## src/rtl/pipe_adder_pkg.sv

```systemverilog
// Shared constants and helpers for the pipelined ripple-carry adder.
//   DefaultWidth  : default operand/sum width in bits
//   DefaultStages : default pipeline depth
//   chunk_width() : bits added per stage (width / stages)
package pipe_adder_pkg;

    localparam int unsigned DefaultWidth  = 16;
    localparam int unsigned DefaultStages = 4;

    // A zero stage count yields zero so the caller's own parameter check can
    // report the problem instead of tripping a divide-by-zero at elaboration.
    function automatic int unsigned chunk_width(input int unsigned width,
                                                input int unsigned stages);
        return (stages == 0) ? 0 : width / stages;
    endfunction

endpackage

```

## src/rtl/rca_stage.sv

```systemverilog
// One combinational ripple-carry slice of the pipelined adder.
// Ports:
//   a_i, b_i   : Chunk-bit operand slices (b_i already inverted for subtract)
//   cin_i      : carry into bit 0 of the slice
//   sum_o      : Chunk-bit sum slice
//   cout_o     : carry out of the slice MSB
//   msb_cin_o  : carry into the slice MSB (used for signed overflow)
module rca_stage #(
    parameter int unsigned Chunk = 4
) (
    input  logic [Chunk-1:0] a_i,
    input  logic [Chunk-1:0] b_i,
    input  logic             cin_i,
    output logic [Chunk-1:0] sum_o,
    output logic             cout_o,
    output logic             msb_cin_o
);

    logic carry;

    always_comb begin
        carry     = cin_i;
        sum_o     = '0;
        msb_cin_o = 1'b0;
        for (int i = 0; i < int'(Chunk); i++) begin
            sum_o[i]  = a_i[i] ^ b_i[i] ^ carry;
            // Overwritten every bit; the last iteration leaves the MSB carry-in.
            msb_cin_o = carry;
            carry     = (a_i[i] & b_i[i]) | (carry & (a_i[i] ^ b_i[i]));
        end
        cout_o = carry;
    end

endmodule

```

## src/rtl/pipe_ripple_adder.sv

```systemverilog
// Pipelined ripple-carry adder/subtractor with valid/ready handshakes.
// Stage k adds chunk k of the operands; the not-yet-consumed operand bits
// travel forward (shifted down so the next chunk always sits at bit 0) and
// the partial sum accumulates in place.
// Ports:
//   clk, rst_n           : clock, asynchronous active-low reset
//   in_valid / in_ready  : input handshake (a, b, cin, sub)
//   a, b                 : WIDTH-bit operands
//   cin                  : carry-in, ignored when sub=1
//   sub                  : 0 = a+b+cin, 1 = a-b
//   out_valid / out_ready: output handshake (sum, cout, ovf)
//   sum                  : WIDTH-bit result
//   cout                 : carry out of the MSB (for subtract, 1 = no borrow)
//   ovf                  : two's-complement signed overflow
module pipe_ripple_adder
    import pipe_adder_pkg::*;
#(
    parameter int unsigned WIDTH  = DefaultWidth,
    parameter int unsigned STAGES = DefaultStages
) (
    input  logic             clk,
    input  logic             rst_n,
    input  logic             in_valid,
    output logic             in_ready,
    input  logic [WIDTH-1:0] a,
    input  logic [WIDTH-1:0] b,
    input  logic             cin,
    input  logic             sub,
    output logic             out_valid,
    input  logic             out_ready,
    output logic [WIDTH-1:0] sum,
    output logic             cout,
    output logic             ovf
);

    localparam int unsigned CHUNK = chunk_width(WIDTH, STAGES);

    if (STAGES < 1 || (WIDTH % STAGES) != 0) begin : g_param_check
        $error("pipe_ripple_adder: WIDTH must be a multiple of STAGES and STAGES >= 1");
    end

    // Pipeline registers; entry k is the state held after stage k.
    logic [STAGES-1:0]            valid_q, valid_d;
    logic [STAGES-1:0]            carry_q, carry_d;
    logic [STAGES-1:0][WIDTH-1:0] a_q, a_d;
    logic [STAGES-1:0][WIDTH-1:0] b_q, b_d;
    logic [STAGES-1:0][WIDTH-1:0] s_q, s_d;
    logic                         ovf_q, ovf_d;

    // Per-stage inputs: the handshake ports for stage 0, the previous stage
    // registers otherwise.
    logic [STAGES-1:0][WIDTH-1:0] src_a, src_b, src_s;
    logic [STAGES-1:0]            st_cin, load;
    logic [STAGES-1:0][CHUNK-1:0] st_sum;
    logic [STAGES-1:0]            st_cout, st_msb_cin;

    logic [WIDTH-1:0] b_eff;
    logic             c_eff;

    // Subtract as a + ~b + 1.
    assign b_eff = sub ? ~b : b;
    assign c_eff = sub ? 1'b1 : cin;

    assign out_valid = valid_q[STAGES-1];
    assign sum       = s_q[STAGES-1];
    assign cout      = carry_q[STAGES-1];
    assign ovf       = ovf_q;

    // A single global enable: the whole pipe freezes while the output is
    // blocked, so every stage (valid bits included) holds together.
    assign in_ready = !(out_valid && !out_ready);

    for (genvar k = 0; k < STAGES; k++) begin : g_stage
        if (k == 0) begin : g_head
            assign src_a[k]  = a;
            assign src_b[k]  = b_eff;
            assign src_s[k]  = '0;
            assign st_cin[k] = c_eff;
            assign load[k]   = in_valid;
        end else begin : g_body
            assign src_a[k]  = a_q[k-1];
            assign src_b[k]  = b_q[k-1];
            assign src_s[k]  = s_q[k-1];
            assign st_cin[k] = carry_q[k-1];
            assign load[k]   = valid_q[k-1];
        end

        rca_stage #(
            .Chunk (CHUNK)
        ) u_rca (
            .a_i       (src_a[k][CHUNK-1:0]),
            .b_i       (src_b[k][CHUNK-1:0]),
            .cin_i     (st_cin[k]),
            .sum_o     (st_sum[k]),
            .cout_o    (st_cout[k]),
            .msb_cin_o (st_msb_cin[k])
        );
    end

    always_comb begin
        valid_d = valid_q;
        carry_d = carry_q;
        a_d     = a_q;
        b_d     = b_q;
        s_d     = s_q;
        ovf_d   = ovf_q;
        if (in_ready) begin
            for (int k = 0; k < int'(STAGES); k++) begin
                valid_d[k] = load[k];
                // Data registers only move for real data; bubbles keep old
                // contents, which are don't-care while valid is low.
                if (load[k]) begin
                    a_d[k]     = src_a[k] >> CHUNK;
                    b_d[k]     = src_b[k] >> CHUNK;
                    s_d[k]     = src_s[k] | (WIDTH'(st_sum[k]) << (k * CHUNK));
                    carry_d[k] = st_cout[k];
                end
            end
            if (load[STAGES-1]) begin
                ovf_d = st_msb_cin[STAGES-1] ^ st_cout[STAGES-1];
            end
        end
    end

    always_ff @(posedge clk or negedge rst_n) begin
        if (!rst_n) begin
            valid_q <= '0;
            carry_q <= '0;
            a_q     <= '0;
            b_q     <= '0;
            s_q     <= '0;
            ovf_q   <= 1'b0;
        end else begin
            valid_q <= valid_d;
            carry_q <= carry_d;
            a_q     <= a_d;
            b_q     <= b_d;
            s_q     <= s_d;
            ovf_q   <= ovf_d;
        end
    end

    // Operands are fully consumed by the last stage, and only the last stage's
    // MSB carry-in feeds ovf; these bits are intentionally left unread.
    logic unused_tail;
    assign unused_tail = ^{a_q[STAGES-1], b_q[STAGES-1], st_msb_cin};

endmodule

```

## config.mk

```make
export PLATFORM = sky130hd
export DESIGN_NAME = pipe_ripple_adder
export DESIGN_NICKNAME = d
export VERILOG_FILES = /design/src/rtl/pipe_adder_pkg.sv /design/src/rtl/rca_stage.sv /design/src/rtl/pipe_ripple_adder.sv
export SDC_FILE = /design/constraint.sdc
export NUM_CORES = 1
export LEC_CHECK = 0
export CAP_MARGIN = 20
export CORE_ASPECT_RATIO = 1.1
export CORE_UTILIZATION = 35
export CTS_CLUSTER_DIAMETER = 50
export DETAILED_ROUTE_END_ITERATION = 6
export PLACE_DENSITY = 0.64
export SYNTH_ARGS = -nofsm -noshare
export SYNTH_HDL_FRONTEND = slang
export SYNTH_SLANG_ARGS = --single-unit
```

## constraint.sdc

```tcl
create_clock -name clk -period 1.9 [get_ports clk]
set_input_delay 0.285 -clock clk [delete_from_list [all_inputs] [get_ports clk]]
set_output_delay 0.285 -clock clk [all_outputs]
set_load 0.1 [all_outputs]
```

## Yosys cells after proc, flatten, opt, wreduce, memory -nomap -nowiden

Index checks and enable logic that the tools add are counted.

| word-level totals | value |
|---|---|
| register bits | 109 |
| logic and storage cells | 111 |
| input bits | 38 |
| output and inout bits | 20 |

| operators by class | value |
|---|---|
| multiplexer cells | 2 |
| bitwise operators | 86 |
| reduce and logical (&&, ||, !) cells | 7 |

Operator list:

| kind | number |
|---|---|
| bitwise XOR 1 bit | 33 |
| bitwise AND 1 bit | 32 |
| 2-to-1 mux 16 bit | 1 |
| inverter 16 bit | 1 |
| OR 1 bit | 16 |
| OR 16 x 12 -> 16 bit | 1 |
| OR 16 bit | 1 |
| OR 4 x 8 -> 8 bit | 1 |
| AND reduction 2 bit | 4 |
| zero test 1 bit | 2 |
| logical AND 1 bit | 1 |
| 2-to-1 mux 1 bit | 1 |
| inverter 1 bit | 1 |

## Logic depth before layout (Yosys ltp)

Gate-level depths: netlist of the first run.

| logic depth | value |
|---|---|
| word-level depth | 11 |
| depth in mapped cells | 11 |
| mapped depth without buffers | 9 |

## By module

From an unflattened synthesis of the first run, not the netlist that was laid out.

| unflattened totals | value |
|---|---|
| cell total of the unflattened synthesis | 308 |
| area, all modules | 4535.6 um^2 |

Modules (own cells, without submodules):

| module | area each (um^2) | times used | cells an instance | sequential area each (um^2) |
|---|---|---|---|---|
| pipe_ripple_adder | 4095.2 | 1 | 260 | 2427.3 |
| rca_stage | 110.1 | 4 | 12 | 0.0 |

## Worst setup path after synthesis of the first run

Ideal clock, no wire load.

| timing | value |
|---|---|
| path type | input to register |
| from | input sub |
| to | register s_q[3] (netlist bit) |
| setup slack | -790 ps |
| stages | 11 |
| path buffers | 2 |
| arrival | 2565 ps |
| data required time | 1775 ps |
| setup time | 125 ps |
| cell sequence | buf_2 buf_2 xnor2_1 fa_1 inv_1 fa_1 inv_1 fa_1 inv_1 fa_1 mux2_4 |

| between the ends | value |
|---|---|
| longest elaborated chain between the ends | 9 |
| elaborated cells on any way between the ends | 16 |
| classes of those cells | mux (2); bitwise (14) |

Ends and longest elaborated chain:

| item | line | RTL |
|---|---|---|
| start, declared | pipe_ripple_adder.sv:28 | `input logic sub,` |
| 2-to-1 mux 16 bit | pipe_ripple_adder.sv:61 | `assign b_eff = sub ? ~b : b;` |
| bitwise XOR 1 bit | rca_stage.sv:29 | `carry = (a_i[i] & b_i[i]) \| (carry & (a_i[i] ^ b_i[i]));` |
| bitwise AND 1 bit | rca_stage.sv:29 |  |
| OR 1 bit | rca_stage.sv:29 |  |
| bitwise AND 1 bit | rca_stage.sv:29 |  |
| OR 1 bit | rca_stage.sv:29 |  |
| bitwise AND 1 bit | rca_stage.sv:29 |  |
| OR 1 bit | rca_stage.sv:29 |  |
| bitwise XOR 1 bit * | rca_stage.sv:26 | `sum_o[i] = a_i[i] ^ b_i[i] ^ carry;` |
| net g_stage[0].u_rca.sum_o[3] | rca_stage.sv:14 | `output logic [Chunk-1:0] sum_o,` |
| end signal, assigned | pipe_ripple_adder.sv:131 | `s_q <= '0;` |
| end signal, assigned | pipe_ripple_adder.sv:138 | `s_q <= s_d;` |
| end, declared | pipe_ripple_adder.sv:47 | `logic [STAGES-1:0][WIDTH-1:0] s_q, s_d;` |

Mark *: on every way through the listed nets, which the timed path passes. The rest lies on a longest branch.
A chain may end at the register's enable or synchronous reset.

## Worst setup path in the final report of the first run

| timing | value |
|---|---|
| from | register a_q[32] (netlist bit) |
| to | register ovf_q (netlist: ovf) |

| between the ends | value |
|---|---|
| longest elaborated chain between the ends | 10 |
| elaborated cells on any way between the ends | 11 |
| classes of those cells | bitwise (11) |

Ends and longest elaborated chain:

| item | line | RTL |
|---|---|---|
| start, declared | pipe_ripple_adder.sv:45 | `logic [STAGES-1:0][WIDTH-1:0] a_q, a_d;` |
| start signal, assigned | pipe_ripple_adder.sv:129 | `a_q <= '0;` |
| start signal, assigned | pipe_ripple_adder.sv:136 | `a_q <= a_d;` |
| bitwise XOR 1 bit | rca_stage.sv:29 |  |
| bitwise AND 1 bit | rca_stage.sv:29 |  |
| OR 1 bit * | rca_stage.sv:29 |  |
| bitwise AND 1 bit * | rca_stage.sv:29 |  |
| OR 1 bit * | rca_stage.sv:29 |  |
| bitwise AND 1 bit * | rca_stage.sv:29 |  |
| OR 1 bit * | rca_stage.sv:29 |  |
| bitwise AND 1 bit | rca_stage.sv:29 |  |
| OR 1 bit | rca_stage.sv:29 |  |
| bitwise XOR 1 bit * | pipe_ripple_adder.sv:120 | `ovf_d = st_msb_cin[STAGES-1] ^ st_cout[STAGES-1];` |
| end signal, assigned | pipe_ripple_adder.sv:139 | `ovf_q <= ovf_d;` |
| end, declared | pipe_ripple_adder.sv:48 | `logic ovf_q, ovf_d;` |

Every way passes the cells marked *; elsewhere a longest branch is shown, timed or not.

==> results.txt, run 1 <==
CP dominant cell by count: fa_2
adder-cell share of the synthesized area: 7.339%
Leakage: 2.432 nW
post-route setup slack: -0.1952 ns
hold_sp: b[0]
Layout area overhead: 23.91%
Cell Count, Final, Fillers Out: 531
Hold WC Path Type: in2reg
row cnt: 42
Die W: 108.5 µm
Total GRT Usage: 12.65%
largest net degree at the start of global routing: 39
routed via count: 2368
slew at the pin closest to its max-slew limit: 0.4708 ns
CTS max path bufs: 2
Final Wtd Congestion: 0.7592
FF-to-FF path depth: 9
CP Cell Sequence: fa_2 > inv_2 > fa_2 > inv_2 > fa_2 > inv_2 > fa_2 > xnor2_1 > mux2_2
I/O Buffers: 57
crit start category: flip-flop
post-route ant nets: 0
Core Area: 12090 µm²
Cells after Synth: 318
Synth Register Bits: 97
critical path arrival: 2.31 ns
Detailed Place HPWL: 5.316 mm
Fillers: 1096
clk_skew: 0.004408 ns
post-synthesis cell area: 4364 µm²
post-route minimum period: 2.095 ns
critical path type: reg2reg
Distinct cells, synth: 20
cell taking the most area after synthesis: dfrtp_1
Final Setup Violations: 6
Finished Cell Area: 5408 µm²
Max-Cap Viols: 0
Root Driver: clkbuf_16
Num Clock Sinks: 97
Req. time, crit path: 2.12 ns
clock tree from TritonCTS: built
Critical Path End Type: flip-flop
reg2reg end: ovf
Final Hold Viols: 0
sequential-to-total area share from yosys stat: 55.62%
CP top delay family: adder cells
Num CTS Buffers: 9
slowest CP cell: dfrtp_1
DIE AREA: 12920 µm²
worst vdd ir: 0.0006806 V
vias in the first global route: 2570
Worst slew margin: 68.61%
antenna violations before repair: 0
Yosys warning total: 0
mux contribution to synthesized area: 20.50%
initial core utilization: 36.11%
Final period util: 110.3%
failing checks: negative setup slack
syn_nets: 372
routed wire length: 7.209 mm
max incr delay on CP: 0.40 ns
complex-gate fraction of the synthesized area: 3.096%
Placed Cells: 512
Hold Crit Depth: 4
height of the chip: 119.1 µm
simple-gate share of the synthesized area: 1.606%
Synth area leaders: dfrtp_1, mux2_2, fa_1, inv_1, buf_4
dpl cell area: 5075 µm²
worst hold slack: 0.4362 ns
CTS H-tree lvls: 3
pwr/cell area: 1864 nW/µm²
global-route wire length before repair: 12.63 mm
DRC: 0
Synth Area in XOR/XNOR: 3.412%
drt via density: 4.460
flop2flop setup slack: -0.20 ns
CP Launch Point: a_q[32]
syn avg cell area: 13.72 µm²
RSZ-0062 raised after global routing: true
total grt overflow: 0
max frequency: 477.3 MHz
I/O pin cnt: 58
Setup Total Neg Slack: -0.9140 ns
hold path endpoint: s_q[0]
Synth top area share: 55.62%
launching point of the worst reg2reg path: a_q[32]
nets@finish: 428
ANT cells: 0
Worst-Skew Late Latency: 0.33 ns
Clk pin slew, worst setup/hold paths: 0.06 ns
DR WL/cell: 13.58 µm
Iter 0 DRT Violations: 60
main combinational cell family by area after synthesis: multiplexers
fin. max-slew vios: 0
Pre-Repair DR Iteration Count: 4
crit-path max FO: 2
outcome: finished, violations left
CP Buf/Inv Count: 3
layout cells sized above 1: 40.58%
## tightest hold or removal path, stage by stage
cell and delay, ns:
buf_6 0.09, xnor2_4 0.11, fa_2 0.19, mux2i_1 0.06
## what timing repair did
action / 4_1_cts / 5_1_grt
gates resized for setup: 23 / 9
hold buffers: 1 / 0
pin swaps: 11 / 10
endpoints found under the setup margin: 8 / 10
setup buffers: 2 / 3
endpoints found under the hold margin: 33 / 0
## synth_stat cells, drive strengths merged
cell    number
dfrtp       97
xnor2       13
mux2        68
inv         40
nand2        5
nand2b       1
mux2i       11
nor2         1
o21ai        7
clkbuf       2
buf         28
xor2         4
fa          16
nand3        4
and2         1
a21oi       20
## worst max path at each step
| stage | end | slack, ns | cells after the start |
|---|---|---|---|
| 3_5_place_dp | s_q[3] | -0.98 | 11 |
| 6_report | ovf | -0.20 | 9 |
| 2_1_floorplan | s_q[3] | -0.55 | 11 |
| 3_3_place_gp | s_q[3] | -0.94 | 11 |
| 5_1_grt | sum[15] | -0.30 | 8 |
| 4_1_cts | s_q[3] | -0.26 | 11 |
## sequential cells by signal, summed over array words and instances (netlist names)
register  cells
a_q          24
b_q          24
carry_q       4
ovf           1
s_q          24
sum          16
valid_q       4
## report_power, final
group          leakage (nW)  total [mW]  switching, mW  internal (mW)
logic                  1.18        4.89           2.88           2.01
clock network         0.129        1.63          0.682          0.945
registers              1.12        3.56          0.525           3.04
total                  2.43        10.1           4.09           5.99
## stage by stage
stage	setup slack [ns]	utilization, %	total power [mW]
detailed placement	-0.9764	41.99	8.436
global route	-0.2960	44.74	10.71
floorplan	-0.5542	-	7.427
finish	-0.1952	44.74	10.08
global placement	-0.9408	41.99	8.295
CTS	-0.2643	44.42	10.15
## per-layer routing
| layer | vias to the layer above | global-route usage, % | wire length (µm) |
|---|---|---|---|
| met2 | 44 | 19.62 | 3447 |
| met1 | 1183 | 16.71 | 3369 |
| met4 | 0 | 7.095 | 178 |
| met3 | 12 | 2.080 | 213 |
| met5 | - | 0 | 0 |
| li1 | 1129 | - | - |
## area by class of cell
cell class	instances	area (µm²)	area share [%]
Inverter	40	150.1	2.776
Clock buffer	14	264.0	4.882
Tap cell	154	192.7	3.563
Timing Repair Buffer	75	743.2	13.74
Multi-Input combinational cell	151	1629	30.12
Sequential cell	97	2429	44.91
## cells in the final DEF (no fill, tap or decap), types with 2 or more instances in the layout
cell type         n
mux2_2           62
clkbuf_8          2
buf_12            7
nand2_2           2
o21ai_0           7
clkdlybuf4s50_1  31
inv_2            13
inv_1            27
dfrtp_1          96
mux2i_1          11
buf_4            32
a21oi_1          20
mux2_4            6
fa_1              2
clkbuf_1          3
xor2_1            4
xnor2_1          12
nand3_1           4
clkbuf_16         9
fa_2             14
nand2_1           3
## cell families (layout without fill, tap and decap cells)
logic type	after synthesis	after routing
AOI/OAI and AO/OA	27	27
DFF	97	97
muxes	79	79
and+or+nand+nor	12	12
buffers and inverters	70	129
xor gates and xnor gates	17	17
adders and majority gates	16	16
(Power assumes the default switching activity.)
==> run 2, diff against run 1 <==
- CORE_ASPECT_RATIO: 1.1 -> default
==> results.txt, run 2 (synthesis gave the netlist of run 1 again) <==
outcome: finished, violations left
failing checks: negative setup slack
I/O Buffers: 57
CTS max path bufs: 2
Core Area: 12060 µm²
crit-path max FO: 2
Cell Count, Final, Fillers Out: 549
total grt overflow: 0
crit start category: flip-flop
max incr delay on CP: 0.41 ns
Layout area overhead: 26.03%
post-route minimum period: 2.125 ns
Placement Setup Slack: -0.9217 ns
Fillers: 1104
post-route ant nets: 0
antenna violations before repair: 0
Final Hold Viols: 0
Worst slew margin: 66.93%
most frequent cells in the layout: dfrtp_1, mux2_2, buf_4, clkdlybuf4s50_1, inv_1
Clk pin slew, worst setup/hold paths: 0.06 ns
largest net degree at the start of global routing: 39
most common cell after layout, fill and taps aside: dfrtp_1
pwr/cell area: 1872 nW/µm²
CP dominant cell by count: fa_2
slew at the pin closest to its max-slew limit: 0.4960 ns
max frequency: 470.6 MHz
total power: 10.30 mW
routed via count: 2386
Root Driver: clkbuf_16
ANT cells: 0
fin. max-slew vios: 0
worst vdd ir: 0.0005297 V
slowest CP cell: dfrtp_1
DR WL/cell: 12.88 µm
Pre-Repair DR Iteration Count: 4
Final period util: 111.8%
clock tree from TritonCTS: built
DRC: 0
height of the chip: 113.7 µm
Max-Cap Viols: 0
CTS H-tree lvls: 3
nets@finish: 431
Total GRT Usage: 12.18%
Num CTS Buffers: 9
Worst-Skew Late Latency: 0.34 ns
Critical Path End Type: flip-flop
global-route wire length before repair: 12.09 mm
row cnt: 40
drt via density: 4.346
Final Setup Violations: 5
critical path arrival: 2.35 ns
biggest regs: a_q x24, b_q x24, s_q x24
CP Buf/Inv Count: 3
Finished Core Util: 45.60%
Detailed Place HPWL: 5.226 mm
DIE AREA: 12920 µm²
CP top delay family: adder cells
routed wire length: 7.071 mm
Hold WC Path Type: in2reg
Final Wtd Congestion: 0.7602
layout cells sized above 1: 42.52%
Num Clock Sinks: 97
Req. time, crit path: 2.13 ns
RSZ-0062 raised after global routing: true
Iter 0 DRT Violations: 85
initial core utilization: 36.18%
clk_skew: 0.004669 ns
Die W: 113.7 µm
vias in the first global route: 2496
critical path type: reg2reg
Placed Cells: 529
I/O pin cnt: 58
Leakage: 2.464 nW
CP Cell Sequence: fa_2 > inv_2 > fa_2 > inv_2 > fa_2 > inv_2 > fa_2 > xnor2_1 > mux2_2
post-route setup slack: -0.2250 ns
==> run 2: final timing paths <==
check	start	endpoint	slack (ns)	cells after the start
max in group asynchronous	rst_n	sum[7]	0.86	3
worst max register to register	b_q[32]	ovf	-0.23	9
min in group asynchronous	rst_n	a_q[5]	0.45	2
worst max-delay path	b_q[32]	ovf	-0.23	9
worst min register to register	valid_q[2]	valid_q[3]	0.50	2
worst min-delay path	b[0]	s_q[0]	0.44	4
==> run 2: cell type report <==
cell class	count	area, µm²	area share [%]
clock buffers	10	239.0	4.345
flip-flops and latches	97	2429	44.15
multi-input cells	151	1648	29.96
well taps	168	210.2	3.822
inverters	40	150.1	2.730
repair buffers	78	744.5	13.54
clock inverters	5	80.08	1.456
==> run 2: timing repair <==
action | 4_1_cts | 5_1_grt
pin swaps | 9 | 8
hold buffers | 1 | 0
setup buffers | 2 | 3
setup endpoints to repair | 8 | 10
resized for setup | 26 | 11
hold endpoints to repair | 35 | 0
==> run 2: worst reg2reg max path, cell delays in order (launching register included) <==
cell,delay (ns)
dfrtp_1,0.41
fa_2,0.41
inv_2,0.07
fa_2,0.18
inv_2,0.04
fa_2,0.34
inv_2,0.06
fa_2,0.20
xnor2_1,0.06
mux2_2,0.25
==> run 2: stage by stage <==
step / instance area [µm²] / setup TNS (ns) / hold WS [ns]
2_1_floorplan: 4441 / -1.517 / -0.01059
3_3_place_gp: 5090 / -3.152 / 0.2878
3_5_place_dp: 5090 / -3.413 / 0.2870
4_1_cts: 5461 / -1.081 / 0.4721
5_1_grt: 5500 / -1.463 / 0.4716
6_report: 5500 / -0.9190 / 0.4356
==> run 2: report_power, final <==
group / total, mW / leakage, nW / internal, mW / switching (mW)
Combinational: 4.82 / 1.19 / 1.98 / 2.84
Clock: 1.91 / 0.151 / 1.18 / 0.733
Sequential: 3.57 / 1.12 / 3.04 / 0.535
Total: 10.3 / 2.46 / 6.19 / 4.11
==> run 2: routing by layer <==
metal / track usage (%) / routed length (µm) / up-vias
li1: - / - / 1134
met2: 18.46 / 3249 / 47
met5: 0 / 0 / -
met1: 16.11 / 3289 / 1189
met3: 2.391 / 303 / 16
met4: 7.719 / 229 / 0
